### src/rtl/spi_master_engine_if.sv
`default_nettype none
//==============================================================================
// Module : spi_master_engine_if
// Desc   : Command/response handshake and SPI pins of spi_master_engine.
// Rev    : 1.0
//==============================================================================
interface spi_master_engine_if #(
    parameter int DATA_DLENGTH = 16
);
    logic                    tx_valid;
    logic                    tx_ready;
    logic [DATA_DLENGTH-1:0] tx_data;
    logic                    rx_valid;
    logic [DATA_DLENGTH-1:0] rx_data;
    logic                    busy;
    logic                    spi_sclk;
    logic                    spi_mosi;
    logic                    spi_miso;
    logic                    spi_cs;

    modport master (
        input  tx_valid, tx_data, spi_miso,
        output tx_ready, rx_valid, rx_data, busy, spi_sclk, spi_mosi, spi_cs
    );

    modport slave (
        output tx_valid, tx_data, spi_miso,
        input  tx_ready, rx_valid, rx_data, busy, spi_sclk, spi_mosi, spi_cs
    );
endinterface
`default_nettype wire

### src/rtl/spi_master_engine.sv
`default_nettype none
//==============================================================================
// Module : spi_master_engine
// Desc   : SPI initiator, one MSB-first word per accepted command.
// Rev    : 1.0
//==============================================================================
module spi_master_engine #(
    parameter int CPOL         = 0,
    parameter int CPHA         = 0,
    parameter int INV_CS       = 0,
    parameter int DATA_DLENGTH = 16,
    parameter int CLK_DIV      = 4,
    parameter int CS_TO_SCLK   = 2,
    parameter int CS_GAP       = 2
) (
    input  logic                clk,
    input  logic                resetn,
    spi_master_engine_if.master bus
);

    localparam int   N          = DATA_DLENGTH;
    localparam logic c_cpol     = (CPOL != 0);
    localparam logic c_cpha     = (CPHA != 0);
    localparam logic c_cs_on    = (INV_CS != 0);
    localparam logic c_cs_off   = ~c_cs_on;
    localparam int   c_cnt_max  = (CS_TO_SCLK > CLK_DIV) ?
                                  ((CS_TO_SCLK > CS_GAP) ? CS_TO_SCLK : CS_GAP) :
                                  ((CLK_DIV > CS_GAP) ? CLK_DIV : CS_GAP);
    localparam int   c_cnt_w    = $clog2(c_cnt_max + 1);
    localparam int   c_edge_w   = $clog2(2 * N);

    localparam logic [c_cnt_w-1:0]  c_s_last    = c_cnt_w'(CS_TO_SCLK - 1);
    localparam logic [c_cnt_w-1:0]  c_d_last    = c_cnt_w'(CLK_DIV - 1);
    localparam logic [c_cnt_w-1:0]  c_g_last    = c_cnt_w'(CS_GAP - 1);
    localparam logic [c_edge_w-1:0] c_last_edge = c_edge_w'(2 * N - 1);

    typedef enum logic [2:0] {
        IDLE  = 3'd0,
        SETUP = 3'd1,
        SHIFT = 3'd2,
        HOLD  = 3'd3,
        GAP   = 3'd4
    } state_t;

    state_t                r_state,    w_state;
    logic [c_cnt_w-1:0]    r_cnt,      w_cnt;
    logic [c_edge_w-1:0]   r_edge,     w_edge;
    logic                  r_sclk,     w_sclk;
    logic                  r_mosi,     w_mosi;
    logic                  r_cs,       w_cs;
    logic [N-1:0]          r_tx_sh,    w_tx_sh;
    logic [N-1:0]          r_rx_sh,    w_rx_sh;
    logic                  r_rx_valid, w_rx_valid;
    logic [N-1:0]          r_rx_data,  w_rx_data;
    logic                  r_tx_ready, w_tx_ready;
    logic                  r_busy,     w_busy;

    logic                  w_fire;
    logic [c_edge_w-1:0]   w_edge_idx;
    logic                  w_leading;
    logic                  w_sample;

    always_comb begin
        w_state    = r_state;
        w_cnt      = r_cnt + 1'b1;
        w_edge     = r_edge;
        w_sclk     = r_sclk;
        w_mosi     = r_mosi;
        w_cs       = r_cs;
        w_tx_sh    = r_tx_sh;
        w_rx_sh    = r_rx_sh;
        w_rx_valid = 1'b0;
        w_rx_data  = r_rx_data;
        w_fire     = 1'b0;
        w_edge_idx = r_edge;
        w_leading  = 1'b0;
        w_sample   = 1'b0;

        unique case (r_state)
            IDLE: begin
                w_cnt = '0;
                if (bus.tx_valid && r_tx_ready) begin
                    w_state = SETUP;
                    w_cs    = c_cs_on;
                    w_tx_sh = bus.tx_data;
                    w_rx_sh = '0;
                    w_edge  = '0;
                    w_mosi  = c_cpha ? 1'b0 : bus.tx_data[N-1];
                end
            end
            // Edge 0 is launched on the transition out of SETUP.
            SETUP: begin
                if (r_cnt == c_s_last) begin
                    w_state    = SHIFT;
                    w_cnt      = '0;
                    w_fire     = 1'b1;
                    w_edge_idx = '0;
                    w_edge     = c_edge_w'(1);
                end
            end
            SHIFT: begin
                if (r_cnt == c_d_last) begin
                    w_cnt  = '0;
                    w_fire = 1'b1;
                    if (r_edge == c_last_edge) begin
                        w_state = HOLD;
                    end else begin
                        w_edge = r_edge + 1'b1;
                    end
                end
            end
            HOLD: begin
                if (r_cnt == c_d_last) begin
                    w_state    = GAP;
                    w_cnt      = '0;
                    w_cs       = c_cs_off;
                    w_mosi     = 1'b0;
                    w_rx_valid = 1'b1;
                    w_rx_data  = r_rx_sh;
                end
            end
            GAP: begin
                if (r_cnt == c_g_last) begin
                    w_state = IDLE;
                    w_cnt   = '0;
                end
            end
            default: w_state = IDLE;
        endcase

        // Even edges lead, odd edges trail; CPHA picks which one samples.
        if (w_fire) begin
            w_sclk    = ~r_sclk;
            w_leading = ~w_edge_idx[0];
            w_sample  = w_leading ^ c_cpha;
            if (w_sample) begin
                w_rx_sh = {r_rx_sh[N-2:0], bus.spi_miso};
            end
            if (c_cpha && w_leading) begin
                w_mosi  = r_tx_sh[N-1];
                w_tx_sh = {r_tx_sh[N-2:0], 1'b0};
            end else if (!c_cpha && !w_leading && (w_edge_idx != c_last_edge)) begin
                w_mosi  = r_tx_sh[N-2];
                w_tx_sh = {r_tx_sh[N-2:0], 1'b0};
            end
        end

        w_tx_ready = (w_state == IDLE);
        w_busy     = (w_state != IDLE);
    end

    always_ff @(posedge clk) begin
        if (!resetn) begin
            r_state    <= IDLE;
            r_cnt      <= '0;
            r_edge     <= '0;
            r_sclk     <= c_cpol;
            r_mosi     <= 1'b0;
            r_cs       <= c_cs_off;
            r_tx_sh    <= '0;
            r_rx_sh    <= '0;
            r_rx_valid <= 1'b0;
            r_rx_data  <= '0;
            r_tx_ready <= 1'b0;
            r_busy     <= 1'b0;
        end else begin
            r_state    <= w_state;
            r_cnt      <= w_cnt;
            r_edge     <= w_edge;
            r_sclk     <= w_sclk;
            r_mosi     <= w_mosi;
            r_cs       <= w_cs;
            r_tx_sh    <= w_tx_sh;
            r_rx_sh    <= w_rx_sh;
            r_rx_valid <= w_rx_valid;
            r_rx_data  <= w_rx_data;
            r_tx_ready <= w_tx_ready;
            r_busy     <= w_busy;
        end
    end

    assign bus.tx_ready = r_tx_ready;
    assign bus.busy     = r_busy;
    assign bus.rx_valid = r_rx_valid;
    assign bus.rx_data  = r_rx_data;
    assign bus.spi_sclk = r_sclk;
    assign bus.spi_mosi = r_mosi;
    assign bus.spi_cs   = r_cs;

endmodule
`default_nettype wire

### src/flat_wrapper.sv
// flat-port wrapper written by rule: the top's interface ports become plain ports
module spi_master_engine_flat 
#(
    parameter int CPOL         = 0,
    parameter int CPHA         = 0,
    parameter int INV_CS       = 0,
    parameter int DATA_DLENGTH = 16,
    parameter int CLK_DIV      = 4,
    parameter int CS_TO_SCLK   = 2,
    parameter int CS_GAP       = 2
)
  (clk, resetn, bus_tx_valid, bus_tx_data, bus_spi_miso, bus_tx_ready, bus_rx_valid, bus_rx_data, bus_busy, bus_spi_sclk, bus_spi_mosi, bus_spi_cs);
  spi_master_engine_if #(.DATA_DLENGTH(DATA_DLENGTH)) bus_i ();
  input  logic clk;
  input  logic resetn;
  input wire logic [$bits(bus_i.tx_valid)-1:0] bus_tx_valid;
  input wire logic [$bits(bus_i.tx_data)-1:0] bus_tx_data;
  input wire logic [$bits(bus_i.spi_miso)-1:0] bus_spi_miso;
  output wire logic [$bits(bus_i.tx_ready)-1:0] bus_tx_ready;
  output wire logic [$bits(bus_i.rx_valid)-1:0] bus_rx_valid;
  output wire logic [$bits(bus_i.rx_data)-1:0] bus_rx_data;
  output wire logic [$bits(bus_i.busy)-1:0] bus_busy;
  output wire logic [$bits(bus_i.spi_sclk)-1:0] bus_spi_sclk;
  output wire logic [$bits(bus_i.spi_mosi)-1:0] bus_spi_mosi;
  output wire logic [$bits(bus_i.spi_cs)-1:0] bus_spi_cs;
  assign bus_i.tx_valid = bus_tx_valid;
  assign bus_i.tx_data = bus_tx_data;
  assign bus_i.spi_miso = bus_spi_miso;
  assign bus_tx_ready = bus_i.tx_ready;
  assign bus_rx_valid = bus_i.rx_valid;
  assign bus_rx_data = bus_i.rx_data;
  assign bus_busy = bus_i.busy;
  assign bus_spi_sclk = bus_i.spi_sclk;
  assign bus_spi_mosi = bus_i.spi_mosi;
  assign bus_spi_cs = bus_i.spi_cs;
  spi_master_engine #(.CPOL(CPOL), .CPHA(CPHA), .INV_CS(INV_CS), .DATA_DLENGTH(DATA_DLENGTH), .CLK_DIV(CLK_DIV), .CS_TO_SCLK(CS_TO_SCLK), .CS_GAP(CS_GAP)) u_core (.clk(clk), .resetn(resetn), .bus(bus_i));
endmodule
### config.mk
export PLATFORM = sky130hd
export DESIGN_NAME = spi_master_engine_flat
export DESIGN_NICKNAME = d
export VERILOG_FILES = /design/src/rtl/spi_master_engine_if.sv /design/src/rtl/spi_master_engine.sv /design/src/flat_wrapper.sv
export SDC_FILE = /design/constraint.sdc
export NUM_CORES = 1
export LEC_CHECK = 0
export ABC_AREA = 1
export BUFFER_PORTS_ARGS = -buffer_cell sky130_fd_sc_hd__buf_2
export CORE_MARGIN = 3
export CORE_UTILIZATION = 40
export CTS_CLUSTER_DIAMETER = 50
export CTS_CLUSTER_SIZE = 30
export DETAILED_ROUTE_END_ITERATION = 8
export SETUP_SLACK_MARGIN = 0.5
export SLEW_MARGIN = 20
export SYNTH_ARGS = -nofsm -noshare
export SYNTH_HDL_FRONTEND = slang
export SYNTH_SLANG_ARGS = --single-unit
export TNS_END_PERCENT = 30
### constraint.sdc
create_clock -name clk -period 4.25 [get_ports clk]
set_clock_uncertainty 0.1 [all_clocks]
set_input_delay 0.425 -clock clk [delete_from_list [all_inputs] [get_ports clk]]
set_output_delay 0.425 -clock clk [all_outputs]
set_load 0.02 [all_outputs]
==> results of run 1 <==
-- kinds of logic (layout without fill, tap and decap cells) --
kind of cell,Yosys count,count (layout)
AO/OA/AOI/OAI,67,67
AND/OR/NAND/NOR,233,233
buffers and inverters,57,94
flip-flops,64,64
adder cells (fa/ha/maj),6,6
XOR/XNOR,1,1
-- where the power goes --
part           switching [mW]  internal (mW)
combinational          0.0960         0.0485
clock                   0.221          0.346
sequential             0.0193          0.621
total                   0.336           1.02
-- per-layer routing --
| layer | GRT usage | part of all wire | up-vias |
|---|---|---|---|
| met1 | 0.210 | 0.47 | 1234 |
| met2 | 0.268 | 0.46 | 67 |
| met5 | 0 | 0 | - |
| li1 | - | - | 1439 |
| met3 | 0.0386 | 0.058 | 8 |
| met4 | 0.0513 | 0.011 | 0 |
-- cells in the final DEF (no fill, tap or decap), types with 4 or more instances in the layout --
master	instances
nand2_1	118
buf_2	41
a22oi_1	16
o21ai_1	4
nand2_4	4
dfxtp_1	64
o21ai_0	22
clkbuf_8	10
a21oi_1	20
nor2_4	4
ha_1	6
nand3_1	28
inv_1	31
nor2_1	64
-- state kept, by name, summed over array words and instances (netlist names), 3 cells and up --
register and count:
u_core.r_edge 5, u_core.r_cnt 3, u_core.r_state 3, u_core.r_tx_sh 15, u_core.r_rx_sh 16, u_core.bus.rx_data 16
-- per-stage QoR --
stage / area (um^2) / setup slack (ns) / utilization
floorplan: 3050 / 2.40 / -
global placement: 3270 / 1.94 / 0.445
detailed placement: 3270 / 1.87 / 0.445
CTS: 3480 / 1.84 / 0.475
global route: 3480 / 1.57 / 0.475
finish: 3480 / 1.88 / 0.475
-- area by class of cell --
class / count / area, um^2 / share of cell area
multi-input combinational: 307 / 1510 / 0.435
sequential: 64 / 1280 / 0.368
timing repair buffer: 42 / 213 / 0.0611
clock buffer: 13 / 149 / 0.0428
inverter: 36 / 135 / 0.0388
tap: 99 / 124 / 0.0356
clock inverter: 3 / 65.1 / 0.0187
-- how the worst min path moves through the flow --
| stage | startpoint | to | slack (ns) | cells past startpoint |
|---|---|---|---|---|
| finish | bus_spi_miso | u_core.r_rx_sh[0] | 0.27 | 3 |
| global route | bus_spi_miso | u_core.r_rx_sh[0] | 0.26 | 3 |
| CTS | bus_spi_miso | u_core.r_rx_sh[0] | 0.26 | 3 |
| detailed placement | u_core.bus.spi_sclk | u_core.bus.spi_sclk | 0.34 | 1 |
| global placement | u_core.bus.rx_data[12] | u_core.bus.rx_data[12] | 0.35 | 2 |
| floorplan | u_core.r_tx_sh[0] | u_core.r_tx_sh[1] | 0.35 | 2 |
-- worst max-delay path: stages (launching register included) --
cell and delay, ns:
dfxtp_1 0.36, ha_1 0.18, ha_1 0.66, nand3_2 0.22
clkinv_1 0.12, nand4_4 0.32, nand2_1 0.16, nand2_1 0.06
nor2_1 0.11
==> out/metrics.yaml, run 1 <==
outcome: "completed"
cts_sinks: 64
required_ns: 4.42
n_antenna_cell: 0
vias: 2748
leakagePower_nw: 1.64
path_clk_slew_ns: 0.07
cp-start-kind: "register"
antenna_found_initial: 0
layout.nets: 486
dieWidth_um: 93.4
coreArea_um2: 7330
period_needed_ns: 2.37
synthFlopType: "dfxtp_1"
worstRegToRegCells: 8
drt_first_pass_iters: 5
async_flop_share: 0
crit_arrival_ns: 2.54
grt_pass1_wl_mm: 11.5
synth_fp_nets: 454
crit_start: "u_core.r_cnt[0]"
dieArea_um2: 8720
synth-simple-area-share: 0.341
post-route-period-util: 0.557
port_buffers: 41
fin_hold_ws_ns: 0.267
synth_edf_count: 0
synth-compound-area-share: 0.127
slew_headroom: 0.411
routabilityCongestion: 0.798
overflow: 0
syn-mean-instance-area_um2: 7.14
cts_max_path_buffers: 2
yosysTopAreaCell: "dfxtp_1"
synth_area_leaders: "dfxtp_1 (42%), nand2_1 (15%), nor2_1 (7.9%), nand3_1 (4.6%), a22oi_1 (3.9%)"
total_power_mw: 1.35
seq_area_frac_synth: 0.420
routed_wl_mm: 6.73
synth_top_family_by_area: "simple AND/OR/NAND/NOR gates"
num_rows: 31
synth_seq_cells: 64
grt_max_degree: 39
ys_types: 32
grt_pass1_vias: 2515
hold_viol: 0
power_density_nw_per_um2: 389
drv_cap: 0
yosys-top-cells-count: "nand2_1 (118), dfxtp_1 (64), nor2_1 (64), inv_1 (31), nand3_1 (28)"
drv_slew: 0
synthesis.area_um2: 3050
r2r_end: "u_core.r_tx_sh[10]"
route.detailed.drc: 0
end_kind: "register"
dp_hpwl_mm: 4.44
cp-endpoint: "u_core.r_tx_sh[10]"
fin_tns_setup_ns: 0
path_class: "register to register"
clockRootBuffer: "clkbuf_8"
wl_per_cell_um: 11.9
crit_fanout: 28
hold_class: "input port to register"
drive_gt1_frac: 0.161
worstMarginPinSlew_ns: 0.881
yosysTopAreaCellShare: 0.420
post_cts_buffers: 0
ant_nets: 0
synth_xor_area_frac: 0.00287
reg2reg_slack_ns: 1.88
synthMuxAreaShare: 0
ios: 42
numCtsBuffers: 9
fin_cells: 564
drt_iter0_markers: 99
yosysMostFrequentCell: "nand2_1"
setup_viol: 0
htreeDepth: 3
worstSkewPairLatency_ns: 0.33
cts-resized-gates: 0
synth_cells: 428
cts_tree: "done"
ir_drop_mv: 0.187
ctsHoldBuffers: 0
grt_usage: 0.163
dp.cells: 548
n_fill_cell: 752
vias_per_cell: 4.87
area_delta_synth_final_pct: 13.9
dieHeight_um: 93.4
max_freq_mhz: 422
ys_warn_count: 0
synth-adder-area-share: 0.0246
worstReg2RegStart: "u_core.r_cnt[0]"
rsz0062_at_grt: "false"
start_util: 0.417
Power figures use the tool's default switching activity.
==> inputs of run 2 (changes only) <==
- clock period: 4.25 -> 2 ns (I/O delays scaled with it)
==> run 2 against run 1 <==
Critical path depth rose by 2. Total power rose by 120%. Die area did not move. Final area rose by 20%. Via count rose by 7.9%. First-iteration DRC count rose by 29%. Cell count rose by 5.7%. Highest routed layer unchanged.
==> out/metrics.yaml, run 2 (synthesis gave the netlist of run 1 again) <==
crit_top_cell: "nor2_2"
fin_cells: 596
clockRootBuffer: "clkbuf_8"
cp_cell_sequence: "ha_4 -> and3_4 -> ha_4 -> buf_4 -> buf_6 -> inv_2 -> nor2_2 -> nor2_2 -> nand2_1 -> nor2_2"
crit_arrival_ns: 1.82
start_util: 0.417
min_path_cells: 3
htreeDepth: 3
setup_viol: 0
end_kind: "register"
final_common_cell: "nand2_1"
final_cell_mix: "nand2_1 (116), dfxtp_1 (56), nor2_1 (55), buf_2 (41)"
area_delta_synth_final_pct: 36.4
worstRegToRegCells: 10
power_density_nw_per_um2: 710
fin_tns_setup_ns: 0
fin_hold_ws_ns: 0.0207
port_buffers: 41
cts_sinks: 64
n_antenna_cell: 0
slew_headroom: 0.704
hold_class: "input port to register"
layout.nets: 518
ctsHoldBuffers: 0
path_clk_slew_ns: 0.07
slowest_delay_ns: 0.36
grt_pass1_vias: 2727
slowest_stage: "dfxtp_4"
rsz0062_at_grt: "true"
drv_slew: 0
vias: 2966
multiInputGateArea_um2: 1870
wl_per_cell_um: 13.6
post-place-ws_ns: 0.163
dieArea_um2: 8720
regArea_um2: 1310
ir_drop_mv: 0.459
max_freq_mhz: 609
n_fill_cell: 701
dieHeight_um: 93.4
routabilityCongestion: 0.941
drt_iter0_markers: 128
cp-start-kind: "register"
post-route-period-util: 0.821
fin_ws_ns: 0.359
route.detailed.drc: 0
required_ns: 2.18
ios: 42
coreArea_um2: 7330
worstMarginPinSlew_ns: 0.444
numCtsBuffers: 9
num_rows: 31
ant_nets: 0
vias_per_cell: 4.98
antenna_found_initial: 0
hold_viol: 0
period_needed_ns: 1.64
routed_wl_mm: 8.08
final_core_util: 0.568
path_class: "register to register"
outcome: "completed"
drive_gt1_frac: 0.322
grt_usage: 0.188
grt_pass1_wl_mm: 12.9
cts_max_path_buffers: 2
dp_hpwl_mm: 4.66
crit_fanout: 3
dp.cells: 558
overflow: 0
dieWidth_um: 93.4
drt_first_pass_iters: 4
worstSkewPairLatency_ns: 0.36
cts_tree: "done"
drv_cap: 0
grt_max_degree: 38
leakagePower_nw: 1.86
## run 2: final timing paths
check | from | end | slack, ns
setup / recovery | u_core.r_edge[0] | u_core.bus.tx_ready | 0.36
hold / removal | bus_spi_miso | u_core.r_rx_sh[0] | 0.02
setup reg to reg | u_core.r_edge[0] | u_core.bus.tx_ready | 0.36
hold reg to reg | u_core.bus.rx_data[2] | u_core.bus.rx_data[2] | 0.36
## run 2: through the flow
step	cell area [um^2]	power [mW]
after floorplan	3110	1.63
after global placement	3390	1.72
after detailed placement	3390	1.72
after CTS	3870	2.92
after global routing	4170	3.09
final	4170	2.96
## run 2: worst max-delay path, delay by kind of cell (launching register included)
kind                       cells  cell delay (ns)
and+or+nand+nor                5             0.54
adders and majority gates      2             0.32
DFF                            1             0.36
buffers and inverters          3             0.27
## run 2: area by class of cell
class | count | area share
Multi-Input combinational cell | 311 | 0.449
Clock inverter | 6 | 0.0159
Clock buffer | 10 | 0.0330
Inverter | 36 | 0.0348
Timing Repair Buffer | 70 | 0.123
Tap cell | 99 | 0.0297
Sequential cell | 64 | 0.314
## run 2: repair_timing
item	4_1_cts	5_1_grt
buffers inserted	10	7
endpoints found under the setup margin	62	60
pin swaps	19	18
resized for setup	35	59
cloned	3	2
## run 2: power by group
group | switching [mW] | internal, mW | leakage, nW
sequential | 0.0414 | 1.32 | 0.524
combinational | 0.267 | 0.162 | 1.23
clock | 0.555 | 0.614 | 0.103
total | 0.863 | 2.09 | 1.86
## run 2: routing by layer
metal  part of all wire  GRT usage  vias up
met5                  0          0        -
li1                   -          -     1524
met4              0.019     0.0989        0
met2               0.47      0.289       61
met1               0.47      0.242     1366
met3              0.040     0.0475       15
==> inputs of run 3 (changes only) <==
- ABC_AREA: 1 -> 0
- clock period: 2 -> 1.65 ns (I/O delays scaled with it)
==> run 3 against run 2 <==
The flow now finishes with violations (setup timing). Sequential share of layout area is 0.86 points lower. Cell count is 22% lower. Global-route usage is 0.49 points higher. Sequential power is 19% higher. Synthesized cell count is 29% lower. Area after synthesis is 9.1% lower. Register-to-register slack worse by 0.58 ns. Hold slack better by 0.0067 ns. Final area is 1.8% higher. Critical path type unchanged.
==> out/metrics.yaml, run 3 <==
final_common_cell: "buf_4"
synthesis.area_um2: 2780
htreeDepth: 3
dieHeight_um: 89.3
ant_nets: 0
worstSkewPairLatency_ns: 0.34
violations: "setup timing"
route.detailed.drc: 0
grt_pass1_wl_mm: 11.9
synthFlopType: "dfxtp_1"
overflow: 0
path_class: "register to register"
layout.nets: 406
cts_sinks: 64
hold_viol: 0
min_from: "bus_tx_data[6]"
worstMarginPinSlew_ns: 0.390
end_kind: "register"
n_antenna_cell: 0
rsz0062_at_grt: "true"
cp-start-kind: "register"
drt_iter0_markers: 99
fin_tns_setup_ns: -3.28
ios: 42
async_flop_share: 0
ir_drop_mv: 0.626
vias_per_cell: 5.46
period_needed_ns: 1.87
met2_usage: 0.332
post-place-ws_ns: -0.260
routabilityCongestion: 0.754
worstReg2RegStart: "u_core.r_edge[0]"
dp.cells: 438
met3_usage: 0.0544
synth_seq_cells: 64
clockRootBuffer: "clkbuf_8"
antenna_found_initial: 0
dp_hpwl_mm: 4.49
hold_class: "input port to register"
reg2reg_slack_ns: -0.22
required_ns: 1.82
drv_cap: 0
synth_cells: 303
use_met1: 0.235
cp-endpoint: "u_core.r_edge[2]"
setup_viol: 29
seq_area_frac_synth: 0.461
grt_pass1_vias: 2467
drv_slew: 0
slew_headroom: 0.740
yosysMostFrequentCell: "dfxtp_1"
ys_types: 41
dieWidth_um: 89.3
path_clk_slew_ns: 0.07
drive_gt1_frac: 0.522
grt_usage: 0.193
ys_warn_count: 0
outcome: "finished with violations"
synth_edf_count: 0
synth_area_leaders: "dfxtp_1 (46%), mux2i_1 (7.9%), a21oi_1 (6.5%), nand2_1 (6.4%), o41ai_1 (5.0%)"
yosysTopAreaCellShare: 0.461
worstRegToRegCells: 6
num_rows: 29
start_util: 0.425
final_cell_mix: "buf_4 (58), dfxtp_1 (54), nand2_1 (32), a21oi_2 (23), buf_2 (23)"
fin_ws_ns: -0.224
cts_tree: "done"
cts_max_path_buffers: 2
r2r_end: "u_core.r_edge[2]"
stdcell_area_um2: 4240
power_density_nw_per_um2: 835
wl_per_cell_um: 15.7
port_buffers: 41
routed_wl_mm: 7.27
yosys-top-cells-count: "dfxtp_1 (64), nand2_1 (47), a21oi_1 (36), mux2i_1 (22), clkbuf_1 (18)"
max_freq_mhz: 534
area_delta_synth_final_pct: 52.7
crit_start: "u_core.r_edge[0]"
drt_first_pass_iters: 4
vias: 2523
coreArea_um2: 6530
grt-busiest-layer: "met2"
syn-mean-instance-area_um2: 9.17
yosysTopAreaCell: "dfxtp_1"
synth_fp_nets: 329
numCtsBuffers: 9
fin_cells: 462
post-route-period-util: 1.14
dieArea_um2: 7980
leakagePower_nw: 1.54
grt_max_degree: 27
place_area_um2: 3370
crit_arrival_ns: 2.05
crit_fanout: 3
==> run 3: cell count changes after synthesis, sizes merged, moves of 12 or more <==
cell    delta
a21oi     +17
a22oi     -16
clkbuf    +12
inv       -29
mux2i     +22
nand2     -78
nand3     -26
nor2      -57
o21ai     -21
o41ai     +16
==> run 3: timing repair <==
| action | 4_1_cts | 5_1_grt |
|---|---|---|
| cloned | 0 | 1 |
| resized for setup | 82 | 46 |
| hold buffers | 1 | 0 |
| endpoints found under the hold margin | 1 | 0 |
| buffers inserted | 5 | 1 |
| setup endpoints to repair | 66 | 81 |
| pin swaps | 26 | 14 |
==> run 3: worst max-delay path, stage by stage (launching register included) <==
cell and delay (ns):
dfxtp_2 0.34, ha_4 0.16, and3_4 0.18, ha_4 0.15
nand4bb_4 0.23, or4b_4 0.53, a21oi_2 0.12
==> run 3: layer usage <==
metal / wire [um] / vias to the layer above
met1: 3220 / 1217
met4: 60 / 0
met3: 250 / 7
met2: 3730 / 39
li1: - / 1260
met5: 0 / -
==> run 3: cell families after synthesis <==
group | count (synthesis) | share of synthesized area
buf+inv | 31 | 0.0473
fa+ha+maj | 7 | 0.0306
xor+xnor | 1 | 0.00315
simple gates | 93 | 0.175
mux | 23 | 0.0833
compound gates | 84 | 0.199
flops | 64 | 0.461
==> run 3: layout make-up <==
cell class | instances | area, um^2
Inverter | 5 | 18.8
Multi-Input combinational cell | 209 | 1920
Sequential cell | 64 | 1300
Timing Repair Buffer | 91 | 679
Tap cell | 77 | 96.3
Clock inverter | 5 | 78.8
Clock buffer | 11 | 151
Fill cell | 527 | 2290
==> run 3: how the worst min path moves through the flow <==
stage	end	slack, ns	cells after the start
2_1_floorplan	u_core.r_rx_sh[0]	0.21	2
3_3_place_gp	u_core.r_rx_sh[0]	0.32	3
3_5_place_dp	u_core.r_rx_sh[0]	0.33	3
4_1_cts	u_core.r_tx_sh[9]	0.004	3
5_1_grt	u_core.r_tx_sh[3]	0.02	3
6_report	u_core.r_tx_sh[6]	0.03	3
==> run 3: per-stage QoR <==
| step | hold WS [ns] | total power [mW] | util |
|---|---|---|---|
| finish | 0.0274 | 3.54 | 0.649 |
| floorplan | 0.212 | 1.81 | - |
| global placement | 0.323 | 1.93 | 0.516 |
| CTS | 0.00383 | 3.54 | 0.618 |
| detailed placement | 0.329 | 1.93 | 0.516 |
| global route | 0.0205 | 3.68 | 0.649 |
==> run 3: where the power goes <==
part	switching, mW	internal, mW	leakage, nW
Clock	0.602	0.930	0.119
Combinational	0.210	0.186	0.900
Sequential	0.0343	1.58	0.523
Total	0.847	2.70	1.54
